==> src/rtl/fetch_flow_controller_if.sv <==
// rtl/fetch_flow_controller_if.sv - fetch control, i-cache request/response and queue-write signal bundle
interface fetch_flow_controller_if #(
  parameter int QUEUE_DEPTH     = 8,
  parameter int MAX_OUTSTANDING = 4,
  parameter int ADDR_W          = 32
);
  localparam int CW = $clog2(QUEUE_DEPTH + 1);
  localparam int OW = $clog2(MAX_OUTSTANDING + 1);

  logic              fetch_enable;
  logic              redirect_valid;
  logic [ADDR_W-1:0] redirect_pc;
  logic              icache_req_valid;
  logic              icache_req_ready;
  logic [ADDR_W-1:0] icache_req_pc;
  logic              icache_rsp_valid;
  logic              q_wr_en;
  logic              q_pop;
  logic              q_flush;
  logic [CW-1:0]     credits;
  logic [OW-1:0]     outstanding;

  modport master (
    input  fetch_enable, redirect_valid, redirect_pc, icache_req_ready, icache_rsp_valid, q_pop,
    output icache_req_valid, icache_req_pc, q_wr_en, q_flush, credits, outstanding
  );

  modport slave (
    output fetch_enable, redirect_valid, redirect_pc, icache_req_ready, icache_rsp_valid, q_pop,
    input  icache_req_valid, icache_req_pc, q_wr_en, q_flush, credits, outstanding
  );
endinterface

==> src/rtl/fetch_flow_controller.sv <==
// rtl/fetch_flow_controller.sv - credit-throttled sequential fetch with redirect flush and stale-response drop
module fetch_flow_controller #(
  parameter int                QUEUE_DEPTH     = 8,
  parameter int                MAX_OUTSTANDING = 4,
  parameter int                ADDR_W          = 32,
  parameter logic [ADDR_W-1:0] RESET_PC        = '0
) (
  input logic                     clk,
  input logic                     rst,
  fetch_flow_controller_if.master bus
);
  localparam int CW = $clog2(QUEUE_DEPTH + 1);
  localparam int OW = $clog2(MAX_OUTSTANDING + 1);

  typedef enum logic [1:0] {IDLE, FETCH, DRAIN} state_t;

  state_t            state, state_next;
  logic [ADDR_W-1:0] pc, pc_next;
  logic [CW-1:0]     occ, occ_next;
  logic [OW-1:0]     out_cnt, out_next;
  logic [OW-1:0]     drop_cnt, drop_next;
  logic [CW-1:0]     credits;
  logic              req_valid, hs, wr_en, pop_eff;

  // Credits count slots neither occupied nor already promised to an in-flight request.
  assign credits = CW'(QUEUE_DEPTH) - occ - CW'(out_cnt);

  assign req_valid = (state == FETCH) && bus.fetch_enable && !bus.redirect_valid &&
                     (credits != '0) && (out_cnt < OW'(MAX_OUTSTANDING));
  assign hs        = req_valid && bus.icache_req_ready;
  assign wr_en     = bus.icache_rsp_valid && (drop_cnt == '0) && !bus.redirect_valid;
  assign pop_eff   = bus.q_pop && (occ != '0);

  assign bus.icache_req_valid = req_valid;
  assign bus.icache_req_pc    = pc;
  assign bus.q_wr_en          = wr_en;
  assign bus.q_flush          = bus.redirect_valid;
  assign bus.credits          = credits;
  assign bus.outstanding      = out_cnt;

  always_comb begin
    out_next   = out_cnt + OW'(hs) - OW'(bus.icache_rsp_valid);
    drop_next  = drop_cnt;
    occ_next   = occ + CW'(wr_en) - CW'(pop_eff);
    pc_next    = hs ? pc + ADDR_W'(4) : pc;
    state_next = state;

    if (bus.icache_rsp_valid && (drop_cnt != '0)) begin
      drop_next = drop_cnt - OW'(1);
    end

    // Every request still in flight after a redirect belongs to the old path.
    if (bus.redirect_valid) begin
      drop_next = out_next;
      occ_next  = '0;
      pc_next   = bus.redirect_pc;
    end

    case (state)
      IDLE:    state_next = bus.fetch_enable ? FETCH : IDLE;
      FETCH:   state_next = bus.fetch_enable ? FETCH : IDLE;
      DRAIN:   state_next = (drop_next == '0) ? (bus.fetch_enable ? FETCH : IDLE) : DRAIN;
      default: state_next = IDLE;
    endcase

    if (bus.redirect_valid && (out_next != '0)) begin
      state_next = DRAIN;
    end
  end

  always_ff @(posedge clk or posedge rst) begin
    if (rst) begin
      state    <= IDLE;
      pc       <= RESET_PC;
      occ      <= '0;
      out_cnt  <= '0;
      drop_cnt <= '0;
    end else begin
      state    <= state_next;
      pc       <= pc_next;
      occ      <= occ_next;
      out_cnt  <= out_next;
      drop_cnt <= drop_next;
    end
  end

  rsp_needs_outstanding: assert property (@(posedge clk) disable iff (rst)
    bus.icache_rsp_valid |-> (out_cnt != '0));

  pop_needs_entry: assert property (@(posedge clk) disable iff (rst)
    bus.q_pop |-> (occ != '0));
endmodule

==> src/flat_wrapper.sv <==
// flat-port wrapper written by rule: the top's interface ports become plain ports
module fetch_flow_controller_flat 
#(
  parameter int                QUEUE_DEPTH     = 8,
  parameter int                MAX_OUTSTANDING = 4,
  parameter int                ADDR_W          = 32,
  parameter logic [ADDR_W-1:0] RESET_PC        = '0
)
  (clk, rst, bus_fetch_enable, bus_redirect_valid, bus_redirect_pc, bus_icache_req_ready, bus_icache_rsp_valid, bus_q_pop, bus_icache_req_valid, bus_icache_req_pc, bus_q_wr_en, bus_q_flush, bus_credits, bus_outstanding);
  fetch_flow_controller_if #(.QUEUE_DEPTH(QUEUE_DEPTH), .MAX_OUTSTANDING(MAX_OUTSTANDING), .ADDR_W(ADDR_W)) bus_i ();
  input logic clk;
  input logic rst;
  input wire logic [$bits(bus_i.fetch_enable)-1:0] bus_fetch_enable;
  input wire logic [$bits(bus_i.redirect_valid)-1:0] bus_redirect_valid;
  input wire logic [$bits(bus_i.redirect_pc)-1:0] bus_redirect_pc;
  input wire logic [$bits(bus_i.icache_req_ready)-1:0] bus_icache_req_ready;
  input wire logic [$bits(bus_i.icache_rsp_valid)-1:0] bus_icache_rsp_valid;
  input wire logic [$bits(bus_i.q_pop)-1:0] bus_q_pop;
  output wire logic [$bits(bus_i.icache_req_valid)-1:0] bus_icache_req_valid;
  output wire logic [$bits(bus_i.icache_req_pc)-1:0] bus_icache_req_pc;
  output wire logic [$bits(bus_i.q_wr_en)-1:0] bus_q_wr_en;
  output wire logic [$bits(bus_i.q_flush)-1:0] bus_q_flush;
  output wire logic [$bits(bus_i.credits)-1:0] bus_credits;
  output wire logic [$bits(bus_i.outstanding)-1:0] bus_outstanding;
  assign bus_i.fetch_enable = bus_fetch_enable;
  assign bus_i.redirect_valid = bus_redirect_valid;
  assign bus_i.redirect_pc = bus_redirect_pc;
  assign bus_i.icache_req_ready = bus_icache_req_ready;
  assign bus_i.icache_rsp_valid = bus_icache_rsp_valid;
  assign bus_i.q_pop = bus_q_pop;
  assign bus_icache_req_valid = bus_i.icache_req_valid;
  assign bus_icache_req_pc = bus_i.icache_req_pc;
  assign bus_q_wr_en = bus_i.q_wr_en;
  assign bus_q_flush = bus_i.q_flush;
  assign bus_credits = bus_i.credits;
  assign bus_outstanding = bus_i.outstanding;
  fetch_flow_controller #(.QUEUE_DEPTH(QUEUE_DEPTH), .MAX_OUTSTANDING(MAX_OUTSTANDING), .ADDR_W(ADDR_W), .RESET_PC(RESET_PC)) u_core (.clk(clk), .rst(rst), .bus(bus_i));
endmodule
==> config.mk <==
export PLATFORM = sky130hd
export DESIGN_NAME = fetch_flow_controller_flat
export DESIGN_NICKNAME = d
export VERILOG_FILES = /design/src/rtl/fetch_flow_controller_if.sv /design/src/rtl/fetch_flow_controller.sv /design/src/flat_wrapper.sv
export SDC_FILE = /design/constraint.sdc
export NUM_CORES = 1
export LEC_CHECK = 0
export BUFFER_PORTS_ARGS = -buffer_cell sky130_fd_sc_hd__buf_4
export CAP_MARGIN = 15
export CORE_MARGIN = 2
export CORE_UTILIZATION = 49
export CTS_BUF_LIST = sky130_fd_sc_hd__clkbuf_8
export CTS_CLUSTER_SIZE = 28
export DETAILED_ROUTE_END_ITERATION = 8
export MAX_ROUTING_LAYER = met4
export PLACE_DENSITY = 0.9
export SLEW_MARGIN = 15
export SYNTH_ARGS = -nofsm -noshare
export SYNTH_HDL_FRONTEND = slang
export SYNTH_SLANG_ARGS = --single-unit
export TNS_END_PERCENT = 5
==> constraint.sdc <==
create_clock -name clk -period 3.5 [get_ports clk]
set_input_delay 0 -clock clk [delete_from_list [all_inputs] [get_ports clk]]
set_output_delay 0 -clock clk [all_outputs]
set_load 0.005 [all_outputs]
==> key figures, run 1 <==
Timing
  • Final Hold Viols: 0
  • Pins Over Slew Limit: 0
  • Final worst path period share: 0.962
  • Final Setup Violations: 0
  • Max_slew headroom: 0.598
  • Max Freq: 297 MHz
  • Worst-Margin Slew: 0.597 ns
  • Worst Clk Skew: 0.00638 ns
  • Final hold slack: 0.0258 ns
  • Fin crit period: between 3 and 4 ns

Synthesis
  • Post-Syn Area: 2800 um^2
  • Post-synth EDFFs: 0
  • Part of the Yosys area used for sequential elements: 0.393
  • Syn. warnings: 0
  • Seq cells post-synth: 44
  • Post-Syn Nets: 356
  • Mapped Cells: 300
  • Ys async rst share: 1.00
  • Most used DFF post-synth: dfrtp_1
  • Distinct cells, synth: 55
  • Syn avg cell area: 9.33 um^2

Routing
  • WL final: 7.80 mm
  • Via density: 5.79
  • WL/cell: around 16 um
  • Remaining DRCs: 0
  • DR iter-0 viols: 229
  • Vias after detailed routing: 2851
  • Antenna-violating nets left: 0
  • First-pass iteration count of the detailed router: 5

Floorplanning
  • Die area: roughly 6300 um^2
  • Die Wd: 79.6 um
  • Core area: around 5500 um^2
  • Die span in y: 79.6 um
  • Starting Density: 0.508
  • Boundary Pins: ~80
  • Row count: 27

Global route
  • Initial antenna violation count: 0
  • GR peak layer: met2
  • GRT Util Overall: 0.262
  • Met3 Resource Use GR: 0.0430
  • Largest net degree at the start of global routing: 51
  • Vias in the first global route: 2643
  • First-pass GRT wire length: 12.7 mm
  • Met2 GRT Util: 0.434
  • Met1 usage: 0.338
  • Total gr overflow: 0

Clock tree
  • Worst-path clk slew: 0.08 ns
  • Max clock buf depth: 2
  • CTS tree: yes
  • Root buf cell: clkbuf_8
  • Clk Latency, worst-skew pair: 0.29 ns
  • CTS sink count: 44
  • Max H-tree Level: 2
  • CTS buffer count: 5

Setup path
  • Startpoint class of the critical path: flop
  • Max stage delay on crit path: around 0.48 ns
  • Critical-path cell list: ha_1 -> inv_1 -> ha_1 -> fa_1 -> or3_4 -> o211a_4 -> nand2_4 -> inv_1 -> ha_1 -> inv_1 -> fa_1 -> xnor3_1 -> nand3_2 -> a211o_1 -> a21oi_1
  • Worst Path Required: approximately 3.7 ns
  • Critical path data arrival time: 3.59 ns
  • Crit-path max FO: 3
  • Crit. End Element: flop
  • Worst Setup SP: u_core.occ[1]
  • Crit path buf inv count: 3
  • Worst Path Class, Setup: reg -> reg
  • R2R Path Start: u_core.occ[1]
  • Slowest cell on the critical path: fa_1
  • Cell family with most CP delay: adder cells

Outcome
  • Run status: complete, no violations

Finish
  • Finished Layout Cells: 492
  • Final instance area: 3960 um^2
  • Commonest non-fill, non-tap cell in the layout: buf_4
  • Synth-to-Final Area Change: 41.3%
  • Commonest cells after routing, fill and taps aside: buf_4 (92), dfrtp_1 (44), nand2_1 (36)
  • Antenna diodes: 0
  • Layout cells sized above 1: 0.264
  • Nets@finish: 475

Place
  • Port Buf Inserts: 80
  • Placed insts: 445
  • GPL Wtd Cong: ~0.91
  • DP Wirelength: between 5 and 6 mm
  • Placed Area: approximately 3500 um^2

Power and ir drop
  • Maximum VDD drop: 349 uV
  • Leakage: 1.82 nW
  • PD cells: ~540 nW/um^2

Worst hold path
  • Worst hold path class: in -> reg
  • Worst min-delay path startpoint: bus_redirect_pc[28]

Job
  • Max Cap Violations: 0
[routing by layer]
metal,vias up,part of all wire
met1,1364,0.41
met4,0,0.018
met2,130,0.50
li1,1343,-
met5,-,0
met3,14,0.066
[layout make-up]
cell class / instances / area, um^2
Clock buffer: 6 / 82.6
Clock inverter: 2 / 7.51
Fill cell: 421 / 1550
Inverter: 24 / 90.1
Multi-Input combinational cell: 219 / 1560
Sequential cell: 44 / 1100
Tap cell: 72 / 90.1
Timing Repair Buffer: 125 / 1020
[path summary, 6_finish.rpt]
path	to	slack, ns	depth (start not counted)
worst max-delay path	u_core.state[0]	0.13	15
worst min-delay path	u_core.bus.icache_req_pc[28]	0.03	4
worst max register to register	u_core.state[0]	0.13	15
worst min register to register	u_core.state[0]	0.46	1
max in group asynchronous	u_core.bus.icache_req_pc[21]	2.69	4
min in group asynchronous	u_core.bus.icache_req_pc[24]	0.42	4
[power breakdown]
part / internal [mW] / leakage (nW) / total (mW) / switching, mW
Sequential: 0.606 / 0.534 / 0.698 / 0.0919
Combinational: 0.602 / 1.23 / 1.10 / 0.496
Clock: 0.155 / 0.0538 / 0.322 / 0.166
Total: 1.36 / 1.82 / 2.12 / 0.755
[cells in the mapped netlist, drive strengths merged (3+ instances only)]
master | instances | share of area
nor2 | 13 | 0.018
inv | 24 | 0.032
o21ai | 15 | 0.028
buf | 8 | 0.015
xor2 | 6 | 0.019
nor3 | 9 | 0.016
and3 | 9 | 0.020
nand2 | 37 | 0.052
a21o | 3 | 0.0080
o211ai | 14 | 0.038
clkbuf | 5 | 0.0067
fa | 3 | 0.021
a21oi | 5 | 0.0089
xnor2 | 6 | 0.019
nand4 | 9 | 0.020
o311ai | 9 | 0.028
nor4 | 4 | 0.014
a221o | 3 | 0.011
a22oi | 10 | 0.027
dfrtp | 44 | 0.39
ha | 14 | 0.063
nand3 | 16 | 0.030
and4 | 3 | 0.0094
[per-stage QoR]
stage,worst slack [ns],power (mW),util,TNS (ns)
global placement,0.172,1.60,0.631,0
CTS,0.0510,2.02,0.707,0
floorplan,0.114,1.26,-,0
detailed placement,0.0544,1.66,0.631,0
finish,0.132,2.12,0.718,0
global route,-0.0476,2.31,0.718,-0.0708
[flip-flops by register name (all words and copies together), names as in the netlist]
register / count
u_core.bus.icache_req_pc: 32
u_core.bus.outstanding: 3
u_core.drop_cnt: 3
u_core.occ: 4
u_core.state: 2
[logic make-up (layout without fill, tap and decap cells)]
group,Yosys count,count (layout),share of synthesized area
XOR/XNOR,14,14,0.0541
AND/OR/NAND/NOR,114,114,0.218
multiplexers,2,2,0.00805
AO/OA/AOI/OAI,72,72,0.189
buffers and inverters,37,157,0.0536
flip-flops,44,44,0.393
adder cells (fa/ha/maj),17,17,0.0840
[worst min-delay path, stage by stage]
cell and delay [ns]:
buf_4 0.08, nand2_1 0.04, o31ai_1 0.06, o21bai_1 0.10
[what timing repair did]
action / CTS / global route
setup endpoints to repair: 0 / 2
gates resized for setup: 0 / 3
buffers inserted: 0 / 6
endpoints found under the hold margin: 76 / 0
hold buffers: 33 / 0
No activity file was read; power rests on OpenSTA's default activity.
==> inputs of run 2 (changes only) <==
Settings changed: MAX_ROUTING_LAYER met4 to default.
==> run 2 against run 1 <==
Compared with the run above:
- wire length up 4.1%
- worst hold slack worse by 0.021 ns
- first-iteration DRC count down 17%
- clock skew up 0.0032 ns
- cell count down 0.41%
- design area up 0.16%
- clock power up 6.5%
- utilization up 0.11 points
- clock-buffer cell count unchanged
- non-clock buffer count down 2
- total power up 2.1%
==> key figures, run 2 (synthesized netlist as in run 1, its figures left out) <==
Clock tree
  • Root buf cell: clkbuf_8
  • Max H-tree Level: 2
  • Worst-path clk slew: 0.09 ns
  • CTS buffer count: 5
  • CTS sink count: 44
  • CTS tree: yes
  • Clk Latency, worst-skew pair: about 0.31 ns
  • Max clock buf depth: 2

Floorplanning
  • Die area: between 6000 and 7000 um^2
  • Die Wd: 79.6 um
  • Row count: 27
  • Core area: around 5500 um^2
  • Die span in y: between 70 and 80 um
  • Boundary Pins: 81
  • Starting Density: 0.508

Timing
  • Worst Clk Skew: 0.00959 ns
  • Worst-Margin Slew: 0.669 ns
  • Max Freq: 295 MHz
  • Final hold slack: 0.00446 ns
  • Final Hold Viols: 0
  • Final worst path period share: 0.967
  • Max_slew headroom: 0.550
  • Final Setup Violations: 0
  • Pins Over Slew Limit: 0
  • Fin crit period: 3.38 ns

Setup path
  • Startpoint class of the critical path: flop
  • Crit-path max FO: 3
  • Slowest cell on the critical path: fa_1
  • End of the worst register-to-register path: u_core.state[0]
  • Worst Path Required: 3.75 ns
  • Worst Path Class, Setup: reg -> reg
  • Critical-path cell list: ha_1 -> inv_1 -> ha_1 -> fa_1 -> or3_4 -> o211a_4 -> nand2_4 -> inv_1 -> ha_2 -> inv_2 -> fa_2 -> xnor3_2 -> nand3_2 -> a211o_1 -> a21oi_2
  • Max stage delay on crit path: ~0.46 ns
  • Crit. End Element: flop
  • Critical path data arrival time: between 3 and 4 ns
  • Worst r2r path cells: 15
  • R2R Path Start: u_core.occ[1]
  • Worst reg2reg setup slack: 0.12 ns

Routing
  • Remaining DRCs: 0
  • WL met2: 4.10 mm
  • Highest Signal Layer: met4
  • Vias after detailed routing: between 2000 and 3000
  • M1 wire length: 3.22 mm
  • Via density: 5.85
  • First-pass iteration count of the detailed router: 4
  • Antenna-violating nets left: 0
  • Met3 WL: 551 um
  • WL final: 8.12 mm
  • DR iter-0 viols: approximately 190
  • WL/cell: between 15 and 20 um

Power and ir drop
  • Combinational fraction of design power: 0.518
  • Clock share of power: 0.158
  • Maximum VDD drop: 376 uV
  • Internal: 1.37 mW
  • Total power draw: roughly 2.2 mW
  • Leakage: roughly 1.8 nW
  • Sw power: 795 uW
  • PD cells: 546 nW/um^2
  • Flop pwr share: 0.323
  • Sw Share: 0.368

Finish
  • Largest register FFs: 32
  • Nets@finish: between 400 and 500
  • Antenna diodes: 0
  • Synth-to-Final Area Change: 41.5%
  • Layout cells sized above 1: 0.282
  • Commonest cells after routing, fill and taps aside: buf_4 (90), dfrtp_1 (44), nand2_1 (36)
  • Commonest non-fill, non-tap cell in the layout: buf_4

Global route
  • Initial antenna violation count: 0
  • GRT Util Overall: 0.261
  • Total gr overflow: 0
  • Largest net degree at the start of global routing: 51
  • Vias in the first global route: 2691
  • First-pass GRT wire length: 12.8 mm

Place
  • GPL Wtd Cong: 0.894
  • DP Wirelength: 5.47 mm
  • Port Buf Inserts: 80

Worst hold path
  • Worst hold path class: in -> reg
  • Worst min-delay path startpoint: bus_redirect_pc[7]
  • Worst Hold End: u_core.bus.icache_req_pc[7]
  • Min-Delay Path Depth: 3

Outcome
  • Run status: complete, no violations

Job
  • Max Cap Violations: 0
-- run 2: changes by cell type in the layout (fill, tap and decap cells not counted), moves of 2 or more --
cell      change
clkinv_2      +2
inv_1         -5
buf_4         -2
inv_2         +3
-- run 2: through the flow --
stage          setup TNS (ns)  utilization  setup WS, ns  area (um^2)  cells
6_report                    0        0.719         0.116         3960    490
3_5_place_dp                0        0.631        0.0310         3470    445
3_3_place_gp                0        0.631         0.173         3470    445
2_1_floorplan               0            -         0.114         2800    300
5_1_grt              -0.00382        0.719      -0.00382         3960    490
4_1_cts                     0        0.711       0.00425         3920    488
-- run 2: repair_timing --
action / CTS / global route
setup endpoints to repair: 1 / 2
pin swaps: 3 / 6
hold endpoints to repair: 76 / 0
hold buffers: 33 / 0
cloned: 0 / 0
gates resized for setup: 1 / 10
setup buffers: 2 / 2
-- run 2: worst max path at each step --
stage | from | end | slack, ns | cells past startpoint
CTS | u_core.occ[1] | u_core.state[0] | 0.004 | 15
finish | u_core.occ[1] | u_core.state[0] | 0.12 | 15
global placement | u_core.occ[1] | u_core.state[0] | 0.17 | 15
global route | u_core.occ[1] | u_core.state[0] | -0.004 | 15
detailed placement | u_core.occ[1] | u_core.state[0] | 0.03 | 15
floorplan | u_core.bus.outstanding[1] | u_core.state[0] | 0.11 | 15
-- run 2: power by group through the flow --
stage          clock [mW]  sequential [mW]  combinational [mW]
2_1_floorplan           0            0.693               0.569
3_3_place_gp            0            0.699               0.902
3_5_place_dp            0            0.705               0.955
4_1_cts             0.339            0.696                1.04
5_1_grt             0.370            0.713                1.24
6_report            0.343            0.699                1.12
-- run 2: layer usage --
| layer | GRT usage | vias to the layer above |
|---|---|---|
| li1 | - | 1338 |
| met1 | 0.337 | 1376 |
| met2 | 0.436 | 124 |
| met3 | 0.0486 | 28 |
| met4 | 0.0931 | 0 |
| met5 | 0 | - |
-- run 2: critical path: cells and delay by family, from the launching register on --
family | cells | cell delay (ns)
buffers and inverters | 3 | 0.18
AOI/OAI and AO/OA | 3 | 0.71
DFF | 1 | 0.40
xor gates and xnor gates | 1 | 0.19
and+or+nand+nor | 3 | 0.51
adders and majority gates | 5 | 1.33
-- run 2: cell type report --
cell class	instances	area [um^2]
Inverter	24	90.1
Sequential cell	44	1100
Multi-Input combinational cell	219	1580
Tap cell	72	90.1
Clock inverter	2	10.0
Timing Repair Buffer	123	1010
Fill cell	392	1550
Clock buffer	6	82.6
